### src/rtl/stream_rr_arbiter.sv
`timescale 1ns / 1ps
// Round-robin, burst-locked N:1 stream arbiter.
// Merges NUM_IN FWFT read-side channels into one registered write-side stream.
// Each grant costs one IDLE bubble. A grant then moves up to MAX_BURST words.
// The grant ends early when its channel runs dry. Backpressure stalls a burst but never
// breaks it.
module stream_rr_arbiter #(
    parameter int unsigned DATA_WIDTH = 32,
    parameter int unsigned NUM_IN     = 4,
    parameter int unsigned MAX_BURST  = 4,
    localparam int unsigned IDX_WIDTH   = (NUM_IN > 1) ? $clog2(NUM_IN) : 1,
    localparam int unsigned BURST_WIDTH = $clog2(MAX_BURST + 1)
) (
    input  logic                         clk,
    input  logic                         reset_n,
    input  logic                         enable,
    input  logic [NUM_IN-1:0]            in_empty_n,
    output logic [NUM_IN-1:0]            in_read,
    input  logic [NUM_IN*DATA_WIDTH-1:0] in_dout,
    input  logic                         out_full_n,
    output logic                         out_write,
    output logic [DATA_WIDTH-1:0]        out_din,
    output logic [IDX_WIDTH-1:0]         out_src,
    output logic                         grant_valid,
    output logic [IDX_WIDTH-1:0]         grant_idx
);

    localparam logic [0:0] StIdle  = 1'b0;
    localparam logic [0:0] StBurst = 1'b1;

    logic [0:0]             state_q,       state_d;
    logic [IDX_WIDTH-1:0]   rr_ptr_q,      rr_ptr_d;
    logic [BURST_WIDTH-1:0] burst_cnt_q,   burst_cnt_d;
    logic                   grant_valid_q, grant_valid_d;
    logic [IDX_WIDTH-1:0]   grant_idx_q,   grant_idx_d;
    logic                   out_write_q,   out_write_d;
    logic [DATA_WIDTH-1:0]  out_din_q,     out_din_d;
    logic [IDX_WIDTH-1:0]   out_src_q,     out_src_d;

    logic [DATA_WIDTH-1:0]  dout_arr [NUM_IN];
    logic [DATA_WIDTH-1:0]  g_dout;
    logic                   g_valid;
    logic                   xfer;
    logic                   last_word;
    logic [IDX_WIDTH-1:0]   next_ptr;
    logic                   pick_found;
    logic [IDX_WIDTH-1:0]   pick_idx;
    int unsigned            cand;
    logic [IDX_WIDTH-1:0]   cand_idx;

    // Unpack the flat payload bus into one word per channel.
    always_comb begin
        for (int unsigned k = 0; k < NUM_IN; k++) begin
            dout_arr[k] = in_dout[k*DATA_WIDTH +: DATA_WIDTH];
        end
    end

    // Only the granted channel's payload and valid are looked at, so X elsewhere is harmless.
    always_comb begin
        g_dout    = dout_arr[grant_idx_q];
        g_valid   = in_empty_n[grant_idx_q];
        xfer      = (state_q == StBurst) && enable && g_valid && out_full_n;
        last_word = (burst_cnt_q == BURST_WIDTH'(MAX_BURST - 1));
        next_ptr  = (grant_idx_q == IDX_WIDTH'(NUM_IN - 1)) ? '0 : grant_idx_q + 1'b1;
    end

    // Find the first non-empty channel, scanning upward from rr_ptr and wrapping.
    always_comb begin
        pick_found = 1'b0;
        pick_idx   = '0;
        cand       = 0;
        cand_idx   = '0;
        for (int unsigned i = 0; i < NUM_IN; i++) begin
            cand = 32'(rr_ptr_q) + i;
            if (cand >= NUM_IN) begin
                cand = cand - NUM_IN;
            end
            cand_idx = IDX_WIDTH'(cand);
            if (!pick_found && in_empty_n[cand_idx]) begin
                pick_found = 1'b1;
                pick_idx   = cand_idx;
            end
        end
    end

    // Next-state logic for grant, burst counting, output register and pop strobe.
    always_comb begin
        state_d       = state_q;
        rr_ptr_d      = rr_ptr_q;
        burst_cnt_d   = burst_cnt_q;
        grant_valid_d = grant_valid_q;
        grant_idx_d   = grant_idx_q;
        out_write_d   = 1'b0;
        out_din_d     = out_din_q;
        out_src_d     = out_src_q;
        in_read       = '0;

        case (state_q)
            StIdle: begin
                if (enable && pick_found) begin
                    grant_idx_d   = pick_idx;
                    grant_valid_d = 1'b1;
                    burst_cnt_d   = '0;
                    state_d       = StBurst;
                end
            end
            StBurst: begin
                if (xfer) begin
                    in_read[grant_idx_q] = 1'b1;
                    out_write_d          = 1'b1;
                    out_din_d            = g_dout;
                    out_src_d            = grant_idx_q;
                    burst_cnt_d          = burst_cnt_q + 1'b1;
                end
                // Release after the final word of the burst, or once the channel runs dry.
                if ((xfer && last_word) || (enable && !g_valid)) begin
                    state_d       = StIdle;
                    grant_valid_d = 1'b0;
                    rr_ptr_d      = next_ptr;
                    burst_cnt_d   = '0;
                end
            end
            default: begin
                state_d = StIdle;
            end
        endcase
    end

    // State and registered outputs; reset takes effect immediately.
    always_ff @(posedge clk or negedge reset_n) begin
        if (!reset_n) begin
            state_q       <= StIdle;
            rr_ptr_q      <= '0;
            burst_cnt_q   <= '0;
            grant_valid_q <= 1'b0;
            grant_idx_q   <= '0;
            out_write_q   <= 1'b0;
            out_din_q     <= '0;
            out_src_q     <= '0;
        end else begin
            state_q       <= state_d;
            rr_ptr_q      <= rr_ptr_d;
            burst_cnt_q   <= burst_cnt_d;
            grant_valid_q <= grant_valid_d;
            grant_idx_q   <= grant_idx_d;
            out_write_q   <= out_write_d;
            out_din_q     <= out_din_d;
            out_src_q     <= out_src_d;
        end
    end

    assign out_write   = out_write_q;
    assign out_din     = out_din_q;
    assign out_src     = out_src_q;
    assign grant_valid = grant_valid_q;
    assign grant_idx   = grant_idx_q;

endmodule

### config.mk
export PLATFORM = sky130hd
export DESIGN_NAME = stream_rr_arbiter
export DESIGN_NICKNAME = d
export VERILOG_FILES = /design/src/rtl/stream_rr_arbiter.sv
export SDC_FILE = /design/constraint.sdc
export NUM_CORES = 1
export LEC_CHECK = 0
export BUFFER_PORTS_ARGS = -buffer_cell sky130_fd_sc_hd__buf_2
export CAP_MARGIN = 0
export CORE_MARGIN = 2
export CORE_UTILIZATION = 23
export CTS_BUF_LIST = sky130_fd_sc_hd__clkbuf_16
export CTS_CLUSTER_SIZE = 40
export DETAILED_ROUTE_END_ITERATION = 8
export PLACE_DENSITY_LB_ADDON = 0.05
export SLEW_MARGIN = 10
export SYNTH_ARGS = -nofsm -noshare
export SYNTH_HDL_FRONTEND = slang
export SYNTH_SLANG_ARGS = --single-unit
### constraint.sdc
create_clock -name clk -period 2.5 [get_ports clk]
set_clock_uncertainty 0.15 [all_clocks]
set_input_delay 0.375 -clock clk [delete_from_list [all_inputs] [get_ports clk]]
set_output_delay 0.375 -clock clk [all_outputs]
set_load 0.05 [all_outputs]
==> results.cfg <==
[synth]
syn_area_sq_mm = 0.002830
synth-main-ff-cell = dfrtp_1
synth_top_cell_area_share_pct = 38.90
postSynthCellCount = 182
synthArstFlopShare_pct = 100.0
syn_nets = 324
yosysTopAreaCell = dfrtp_1
yosys_warnings = 0
yosys-top-cells-area = dfrtp_1 (39%), mux4_2 (26%), mux2_4 (15%)
ys_ff_latch = 44
synth-seq-area-share_pct = 38.90
synth.distinct_cells = 30
synth_edf_count = 0
synth.avg_cell_area_sq_um = 15.55

[sta]
max-slew-margin-rel_pct = 65.18
setup_violations = 0
drv_slew = 0
hold_violations = 0
rsz0062_at_grt = false
period_needed_ps = 2321
setup-tns-final_ps = 0
clock.fmax_mhz = 430.9
finalCritPeriodShare_pct = 92.83
tightestPinTransition_ps = 522.4

[worst_setup_path]
crit_family = buffers and inverters
crit_required_ps = 1980
slowest_delay_ps = 410
path_cells = buf_4, inv_1, ha_1, and3_1, buf_2
critPathBufInv = 3
cp_max_fo = 26
critPathArrivalTime_ps = 1800
cp-start-kind = register
worstSetupEndpointType = output pin
critical_path_class = reg2out
cp_slowest_cell = buf_4

[die]
die_x_um = 114.9
die_y_um = 114.9
start_util_pct = 23.56
rows = 40
io_pins = 178
coreArea_sq_mm = 0.01201
die-area_sq_mm = 0.01321

[layout]
layout.cells.non_filler = 509
antenna_cells = 0
post-route-cell-area_sq_mm = 0.004031
drive_gt1_share_pct = 72.93
post-route-util_pct = 33.56
syn_to_final_growth_pct = 42.44
final_nets = 503

[pwr]
swShare_pct = 45.89
p_clk_share_pct = 14.4
ir_worst_vdd_mv = 0.4584
seqPwrFrac_pct = 24.4
intPower_uw = 2775
p_total_uw = 5129
power.density_mw_per_mm2 = 1272
pwr-share-comb_pct = 61.2
p_leak_uw = 0.001973
net-switching-power_uw = 2354

[placed_design]
gp_congestion = 0.7327
place_inst = 500
hpwl_um = 6485
dpl-instance-area_sq_mm = 0.003857
port_buffers = 177

[route]
wl_per_cell_um = 15.92
drc_errors = 0
first_pass_iters = 4
drtIter0Drc = 67
via_per_inst = 4.517
wl_um = 8101
vias = 2299
ant_nets = 0

[global_routing]
overflow = 0
grt_max_degree = 34
grt_use_total_pct = 12.26
grt_pass1_vias = 2443
grt_pass1_wl_um = 12680
antenna_found_initial = 0

[clocking]
cts.sinks = 44
cts_tree = yes
cts_root_buffer = clkbuf_16
cts_buffer_depth = 2
htreeDepth = 2
cts_made_buffers = 5
clkLatencyLatePin_ps = 280
cts_resized = 0
clkTransAtPathRegs_ps = 60

[min_path]
hp-class = in2reg

[run]
drv_cap = 0

[run_status]
status = finished, final reports clean
-- cell usage after synthesis (4+ instances only) --
master	instances
mux2_2	7
a21oi_1	5
mux2_4	29
o21ai_0	6
inv_1	8
ha_1	6
clkbuf_1	4
and3_1	6
dfrtp_1	44
mux4_2	33
-- worst paths after layout --
kind | from | endpoint | slack (ps) | cells past startpoint
hold / removal | in_empty_n[3] | grant_idx[1] | 300 | 3
max in group asynchronous | reset_n | out_din[7] | 1020 | 3
setup / recovery | grant_idx[0] | in_read[2] | 180 | 5
hold reg to reg | out_din[4] | out_din[4] | 350 | 1
setup reg to reg | grant_idx[0] | out_din[16] | 520 | 4
min in group asynchronous | reset_n | out_din[24] | 450 | 2
-- sequential cells by signal, summed over array words and instances, names as in the netlist --
name and flops:
rr_ptr_q 2, state_q 1, out_write 1, grant_valid 1
out_din 32, burst_cnt_q 3, grant_idx 2, out_src 2
-- cell usage in the layout, fill, tap and decap left out, types with 2 or more instances in the layout --
| cell type | count |
|---|---|
| o21ai_0 | 6 |
| inv_1 | 9 |
| o41ai_1 | 2 |
| buf_4 | 6 |
| clkbuf_16 | 5 |
| nand2_1 | 3 |
| o32ai_1 | 3 |
| nand2b_1 | 3 |
| and3_1 | 6 |
| a21boi_0 | 2 |
| mux4_2 | 33 |
| ha_1 | 6 |
| mux2_2 | 7 |
| buf_2 | 177 |
| dfrtp_2 | 2 |
| a21oi_1 | 5 |
| dfrtp_1 | 42 |
| mux2_4 | 29 |
| o21a_1 | 2 |
| nor2_1 | 2 |
-- worst register-to-register path, stage by stage, from the launching register on --
cell	delay (ps)
dfrtp_2	420
mux4_2	440
nand2_4	110
inv_6	350
mux2_2	410
-- power groups by stage --
stage / Clock, uW / Combinational, uW / Sequential [uW]
after floorplan: 0 / 1420 / 2320
after global placement: 0 / 3190 / 1270
after detailed placement: 0 / 3200 / 1270
after CTS: 774 / 3210 / 1260
after global routing: 802 / 3350 / 1310
final: 736 / 3140 / 1250
-- through the flow --
stage | worst slack, ps | hold WS [ps]
after floorplan | 39.54 | -70.59
after global placement | 403.7 | 232.4
after detailed placement | 415.5 | 236.7
after CTS | 123.1 | 292.7
after global routing | 7.023 | 334.3
final | 179.2 | 300.8
-- cells by family (layout without fill, tap and decap cells) --
group                    Yosys count  in the layout  share of synthesized area [%]
flip-flops                        44             44                          38.90
multiplexers                      69             69                          44.43
AND/OR/NAND/NOR                   19             19                          4.024
AO/OA/AOI/OAI                     23             23                          5.438
buffers and inverters             21            201                          4.553
adder cells (fa/ha/maj)            6              6                          2.652
-- layout make-up --
type | instances | area [sq um]
clock buffer | 5 | 125.1
multi-input combinational | 117 | 1600
inverter | 9 | 38.79
sequential | 44 | 1104
clock inverter | 3 | 38.79
tap | 147 | 183.9
timing repair buffer | 184 | 940.9
fill | 1214 | 7980
-- metal layers --
layer	vias to the layer above	share of wire [%]	track usage, %
met2	90	49	21.49
met3	2	6.4	2.847
met4	0	0.37	1.928
li1	1076	-	-
met5	-	0	0
met1	1131	44	15.73
-- repair_timing --
| action | 4_1_cts | 5_1_grt |
|---|---|---|
| buffers inserted | 0 | 0 |
| hold endpoints to repair | 21 | 0 |
| hold buffers | 1 | 0 |
Note: power is estimated with default switching activity, not from simulation.
